## src/rtl/fnd_scan_driver.sv

```systemverilog
// Binary (0..9999) to BCD via serial double-dabble, shown on a 4-digit
// common-anode FND with a self-generated digit scan.
module fnd_scan_driver #(
  parameter int CLK_HZ  = 100_000_000,
  parameter int SCAN_HZ = 1_000
) (
  input  logic        i_clk,
  input  logic        i_reset_n,
  input  logic [13:0] i_value,
  input  logic        i_load,
  input  logic        i_en,
  output logic        o_busy,
  output logic [3:0]  o_digit,
  output logic [7:0]  o_fndfont
);

  // state  | meaning
  // IDLE   | waiting for i_load
  // CONV   | 14 double-dabble steps, one input bit per cycle, MSB first
  // COMMIT | accumulator copied to display registers in one cycle
  localparam logic [1:0] S_IDLE   = 2'd0;
  localparam logic [1:0] S_CONV   = 2'd1;
  localparam logic [1:0] S_COMMIT = 2'd2;

  localparam int DIV = CLK_HZ / SCAN_HZ;
  localparam int PW  = (DIV > 1) ? $clog2(DIV) : 1;

  logic [1:0]    r_state;
  logic [3:0]    r_bitcnt;
  logic [13:0]   r_bin;
  logic [15:0]   r_acc;
  logic [15:0]   r_disp;
  logic [PW-1:0] r_presc;
  logic [1:0]    r_idx;
  logic [3:0]    r_digit;
  logic [7:0]    r_font;

  logic [13:0]   w_sat;
  logic [15:0]   w_adj;
  logic          w_unused_adj_msb;
  logic          w_tick;
  logic [3:0]    w_nib;
  logic          w_blank;

  function automatic logic [7:0] font(input logic [3:0] d);
    case (d)
      4'd0:    font = 8'hC0;
      4'd1:    font = 8'hF9;
      4'd2:    font = 8'hA4;
      4'd3:    font = 8'hB0;
      4'd4:    font = 8'h99;
      4'd5:    font = 8'h92;
      4'd6:    font = 8'h82;
      4'd7:    font = 8'hF8;
      4'd8:    font = 8'h80;
      4'd9:    font = 8'h90;
      default: font = 8'hFF;
    endcase
  endfunction

  assign w_sat = (i_value > 14'd9999) ? 14'd9999 : i_value;

  always_comb begin
    w_adj = r_acc;
    for (int k = 0; k < 4; k++) begin
      if (r_acc[4*k +: 4] >= 4'd5) w_adj[4*k +: 4] = r_acc[4*k +: 4] + 4'd3;
    end
  end

  // The thousands nibble never exceeds 9 after 14 shifts, so its adjusted MSB is dropped.
  assign w_unused_adj_msb = w_adj[15];

  always_ff @(posedge i_clk or negedge i_reset_n) begin
    if (!i_reset_n) begin
      r_state  <= S_IDLE;
      r_bitcnt <= 4'd0;
      r_bin    <= 14'd0;
      r_acc    <= 16'd0;
      r_disp   <= 16'd0;
    end else begin
      case (r_state)
        S_IDLE: begin
          if (i_load) begin
            r_bin    <= w_sat;
            r_acc    <= 16'd0;
            r_bitcnt <= 4'd13;
            r_state  <= S_CONV;
          end
        end
        S_CONV: begin
          r_acc <= {w_adj[14:0], r_bin[13]};
          r_bin <= {r_bin[12:0], 1'b0};
          if (r_bitcnt == 4'd0) r_state <= S_COMMIT;
          else                  r_bitcnt <= r_bitcnt - 4'd1;
        end
        S_COMMIT: begin
          r_disp  <= r_acc;
          r_state <= S_IDLE;
        end
        default: r_state <= S_IDLE;
      endcase
    end
  end

  assign o_busy = (r_state != S_IDLE);

  assign w_tick = (r_presc == PW'(DIV - 1));

  always_ff @(posedge i_clk or negedge i_reset_n) begin
    if (!i_reset_n) begin
      r_presc <= '0;
      r_idx   <= 2'd0;
    end else begin
      if (w_tick) begin
        r_presc <= '0;
        r_idx   <= r_idx + 2'd1;
      end else begin
        r_presc <= r_presc + PW'(1);
      end
    end
  end

  // Leading-zero blanking: a digit is dark when it and everything above it is zero.
  always_comb begin
    w_nib   = r_disp[3:0];
    w_blank = 1'b0;
    case (r_idx)
      2'd0: begin w_nib = r_disp[3:0];   w_blank = 1'b0;                   end
      2'd1: begin w_nib = r_disp[7:4];   w_blank = (r_disp[15:4] == 12'd0); end
      2'd2: begin w_nib = r_disp[11:8];  w_blank = (r_disp[15:8] == 8'd0);  end
      2'd3: begin w_nib = r_disp[15:12]; w_blank = (r_disp[15:12] == 4'd0); end
      default: begin w_nib = 4'd0; w_blank = 1'b1; end
    endcase
  end

  always_ff @(posedge i_clk or negedge i_reset_n) begin
    if (!i_reset_n) begin
      r_digit <= 4'b1111;
      r_font  <= 8'hFF;
    end else begin
      r_digit <= i_en ? ~(4'b0001 << r_idx) : 4'b1111;
      r_font  <= (i_en && !w_blank) ? font(w_nib) : 8'hFF;
    end
  end

  assign o_digit   = r_digit;
  assign o_fndfont = r_font;

endmodule

```

## config.mk

```make
export PLATFORM = sky130hd
export DESIGN_NAME = fnd_scan_driver
export DESIGN_NICKNAME = d
export VERILOG_FILES = /design/src/rtl/fnd_scan_driver.sv
export SDC_FILE = /design/constraint.sdc
export NUM_CORES = 1
export LEC_CHECK = 0
export ABC_CLOCK_PERIOD_IN_PS = 4230
export BUFFER_PORTS_ARGS = -buffer_cell sky130_fd_sc_hd__buf_2
export CAP_MARGIN = 5
export CORE_ASPECT_RATIO = 0.75
export CORE_MARGIN = 2
export CORE_UTILIZATION = 25
export DETAILED_ROUTE_END_ITERATION = 16
export SLEW_MARGIN = 25
export SYNTH_ARGS = -nofsm -noshare
export SYNTH_HDL_FRONTEND = slang
export SYNTH_SLANG_ARGS = --single-unit
```

## constraint.sdc

```tcl
create_clock -name i_clk -period 4.23 [get_ports i_clk]
set_input_delay 0.423 -clock i_clk [delete_from_list [all_inputs] [get_ports i_clk]]
set_output_delay 0.423 -clock i_clk [all_outputs]
set_load 0.005 [all_outputs]
```

==> impl_metrics.csv <==
group,metric,value,unit
clock_tree,cts_setup_buffers,0,
sta,hold_violations,0,
sta,post-route-min-period,2.39,ns
pwr,vdd_ir_drop_max,0.257,mV
critical_path,rr_worst_depth,6,
logic_synthesis,synth-main-ff-cell,"dfrtp_1",
logic_synthesis,async_flop_share,100,%
hold_path,hold_path_class,"input port to async pin",
floorplan,die_w,151,µm
critical_path,crit_buf_inv,1,
sta,rsz0062_at_grt,"false",
sta,post-route-period-util,56.5,%
sta,slew_viol_final,0,
floorplan,die_h,114,µm
layout,nFillCells,1656,
clock_tree,holdBufCountCts,0,
pwr,finalPower,0.00307,W
drt,routed_via_density,4.66,
floorplan,start_util,25.4,%
sta,slew-limit-headroom,40.6,%
logic_synthesis,netlist_instances,374,
logic_synthesis,ys_ff_latch,82,
placed_design,portBuffers,29,
logic_synthesis,synth_nets,410,
logic_synthesis,ys_warn_count,0,
drt,via_count,2862,
critical_path,path_cells,"inv_1, ha_1, mux2i_1, ha_1, o21ai_0, nand4_1",
logic_synthesis,syn_area,4040,µm²
drt,wl,8470,µm
placed_design,hpwl,5820,µm
drt,first_pass_iters,4,
critical_path,cp-start-kind,"flop",
logic_synthesis,ys_seq_area_share,51.1,%
global_route,grt_overflow,0,
pwr,powerDensity,652,nW/µm²
critical_path,worst_path_largest_cell_delay,0.68,ns
critical_path,cp_num_cells,6,
drt,ant_nets,0,
critical_path,crit_path_frequent_cell,"ha_1",
clock_tree,cts.clk_slew.worst_paths,0.06,ns
placed_design,place.gp.congestion,0.781,
critical_path,endpoint_kind,"flop",
critical_path,slowest_stage,"mux2i_1",
logic_synthesis,synth_edf_count,0,
critical_path,crit-reg2reg-launch,"r_idx[0]",
clock_tree,clock-root-buffer,"clkbuf_16",
pwr,p_leak,2.12,nW
clock_tree,cts_tree,"done",
layout,antenna_cells,0,
global_route,grt_max_degree,83,
global_route,grt_use_total,10.7,%
floorplan,dieArea,17200,µm²
critical_path,ff2ff_setup_slack,1.84,ns
critical_path,crit_family,"adder cells",
drt,wire_per_inst,13.8,µm
clock_tree,worstSkewPairLatency,0.34,ns
drt,drc,0,
logic_synthesis,syn_area_per_cell,10.8,µm²
clock_tree,cts_resized,0,
global_route,grt_pass1_wl,14600,µm
clock_tree,clockBufferDepth,2,
critical_path,crit_required,4.46,ns
sta,tightest_slew,0.892,ns
drt,drt-initial-drc-count,171,
critical_path,r2r_end,"o_fndfont[3]",
run,drv_cap,0,
sta,setup_tns,0,ns
floorplan,num_rows,40,
sta,max_freq,0.418,GHz
floorplan,num_io_pins,31,
global_route,antenna_found_initial,0,
critical_path,worst_ep_arrival_time,2.62,ns
clock_tree,h-tree-depth,3,
layout,fin_nets,435,
clock_tree,cts_sinks,82,
outcome,status,"complete, no violations",
sta,setup_viol,0,
layout,stdcell_area,4720,µm²
placed_design,placed_area,4390,µm²
clock_tree,numCtsBuffers,9,
critical_path,crit_fanout,10,
sta,skew,0.00809,ns
global_route,grt_pass1_vias,2943,
critical_path,worstSetupPathType,"flop to flop",
logic_synthesis,ys_types,55,
layout,drive_gt1_share,19.3,%
floorplan,core,15900,µm²
layout,syn2layout_area_growth,16.8,%
worst max path at each step:
stage,startpoint,end,slack (ns)
5_1_grt,r_idx[0],o_fndfont[6],1.59
6_report,r_idx[0],o_fndfont[3],1.84
4_1_cts,r_idx[0],o_fndfont[3],1.83
3_5_place_dp,r_idx[0],o_fndfont[3],1.83
2_1_floorplan,r_idx[0],o_fndfont[3],2.05
3_3_place_gp,r_idx[0],o_fndfont[3],1.97
logic make-up (layout without fill, tap and decap cells):
| logic type | count (synthesis) | in the layout | synth area share (%) |
|---|---|---|---|
| compound gates | 88 | 88 | 14.7 |
| xor+xnor | 23 | 23 | 4.99 |
| fa+ha+maj | 18 | 18 | 5.58 |
| buf+inv | 43 | 73 | 4.12 |
| flops | 82 | 82 | 51.1 |
| mux | 20 | 20 | 5.48 |
| other cells | 1 | 1 | 0.0928 |
| simple gates | 99 | 99 | 13.9 |
worst register-to-register path, stage by stage (launching register included):
cell	delay, ns
dfrtp_1	0.41
inv_1	0.14
ha_1	0.39
mux2i_1	0.68
ha_1	0.38
o21ai_0	0.18
nand4_1	0.11
through the flow:
step	std cells	hold slack, ns	setup slack [ns]	util (%)
2_1_floorplan	374	0.127	2.05	-
3_3_place_gp	598	0.463	1.97	27.6
3_5_place_dp	598	0.469	1.83	27.6
4_1_cts	614	0.303	1.83	29.6
5_1_grt	614	0.206	1.59	29.6
6_report	614	0.137	1.84	29.6
state kept, by name, summed over array words and instances (netlist names):
register	flops
o_digit	4
r_acc	16
r_idx	2
r_bin	14
r_disp	16
r_state	2
r_bitcnt	4
o_fndfont	7
r_presc	17
layout make-up:
cell class / count / area [µm²] / share of cell area [%]
multi-input combinational: 249 / 1810 / 38.4
clock buffer: 11 / 243 / 5.15
tap: 210 / 263 / 5.57
sequential: 82 / 2070 / 43.8
timing repair buffer: 29 / 151 / 3.21
inverter: 28 / 105 / 2.23
clock inverter: 5 / 77.6 / 1.64
synth_stat cells (4+ instances only):
cell type | instances | area, µm²
nor2_1 | 13 | 48.8
xor2_1 | 8 | 70.1
o31ai_1 | 4 | 30.0
a32o_1 | 4 | 40.0
mux2i_1 | 6 | 60.1
ha_1 | 18 | 225
nand3_1 | 7 | 35.0
inv_1 | 28 | 105
dfstp_2 | 11 | 289
nand2_1 | 26 | 97.6
nand4_1 | 5 | 31.3
nand3b_1 | 6 | 45.0
and3_1 | 8 | 50.1
xnor2_1 | 15 | 131
o22ai_1 | 4 | 25.0
o21ai_0 | 31 | 155
clkbuf_1 | 13 | 48.8
a21oi_1 | 16 | 80.1
a222oi_1 | 6 | 60.1
nand2b_1 | 7 | 43.8
dfrtp_1 | 71 | 1780
mux2_2 | 13 | 146
o32ai_1 | 4 | 35.0
nor3_1 | 5 | 25.0
a221o_1 | 4 | 40.0
routing by layer:
metal	track usage, %	share of wire (%)	vias to the layer above
met5	0	0	-
met4	2.99	1.2	0
met3	2.79	2.7	9
met2	16.8	46	39
met1	14.6	50	1421
li1	-	-	1393
cell usage in the layout, fill, tap and decap left out, types with 7 or more instances in the layout:
master	count
buf_2	28
xor2_1	8
o21ai_0	31
and3_1	8
dfrtp_1	71
nand2b_1	7
nand3_1	7
mux2_2	13
nor2_1	13
dfstp_2	11
inv_1	28
nand2_1	26
ha_1	18
xnor2_1	15
a21oi_1	16
clkbuf_16	9
power breakdown:
group	internal (W)	total [W]	switching (W)
registers	0.00104	0.00122	0.000180
clock network	0.000531	0.000844	0.000313
logic	0.000458	0.00101	0.000550
Power figures use the tool's default switching activity.
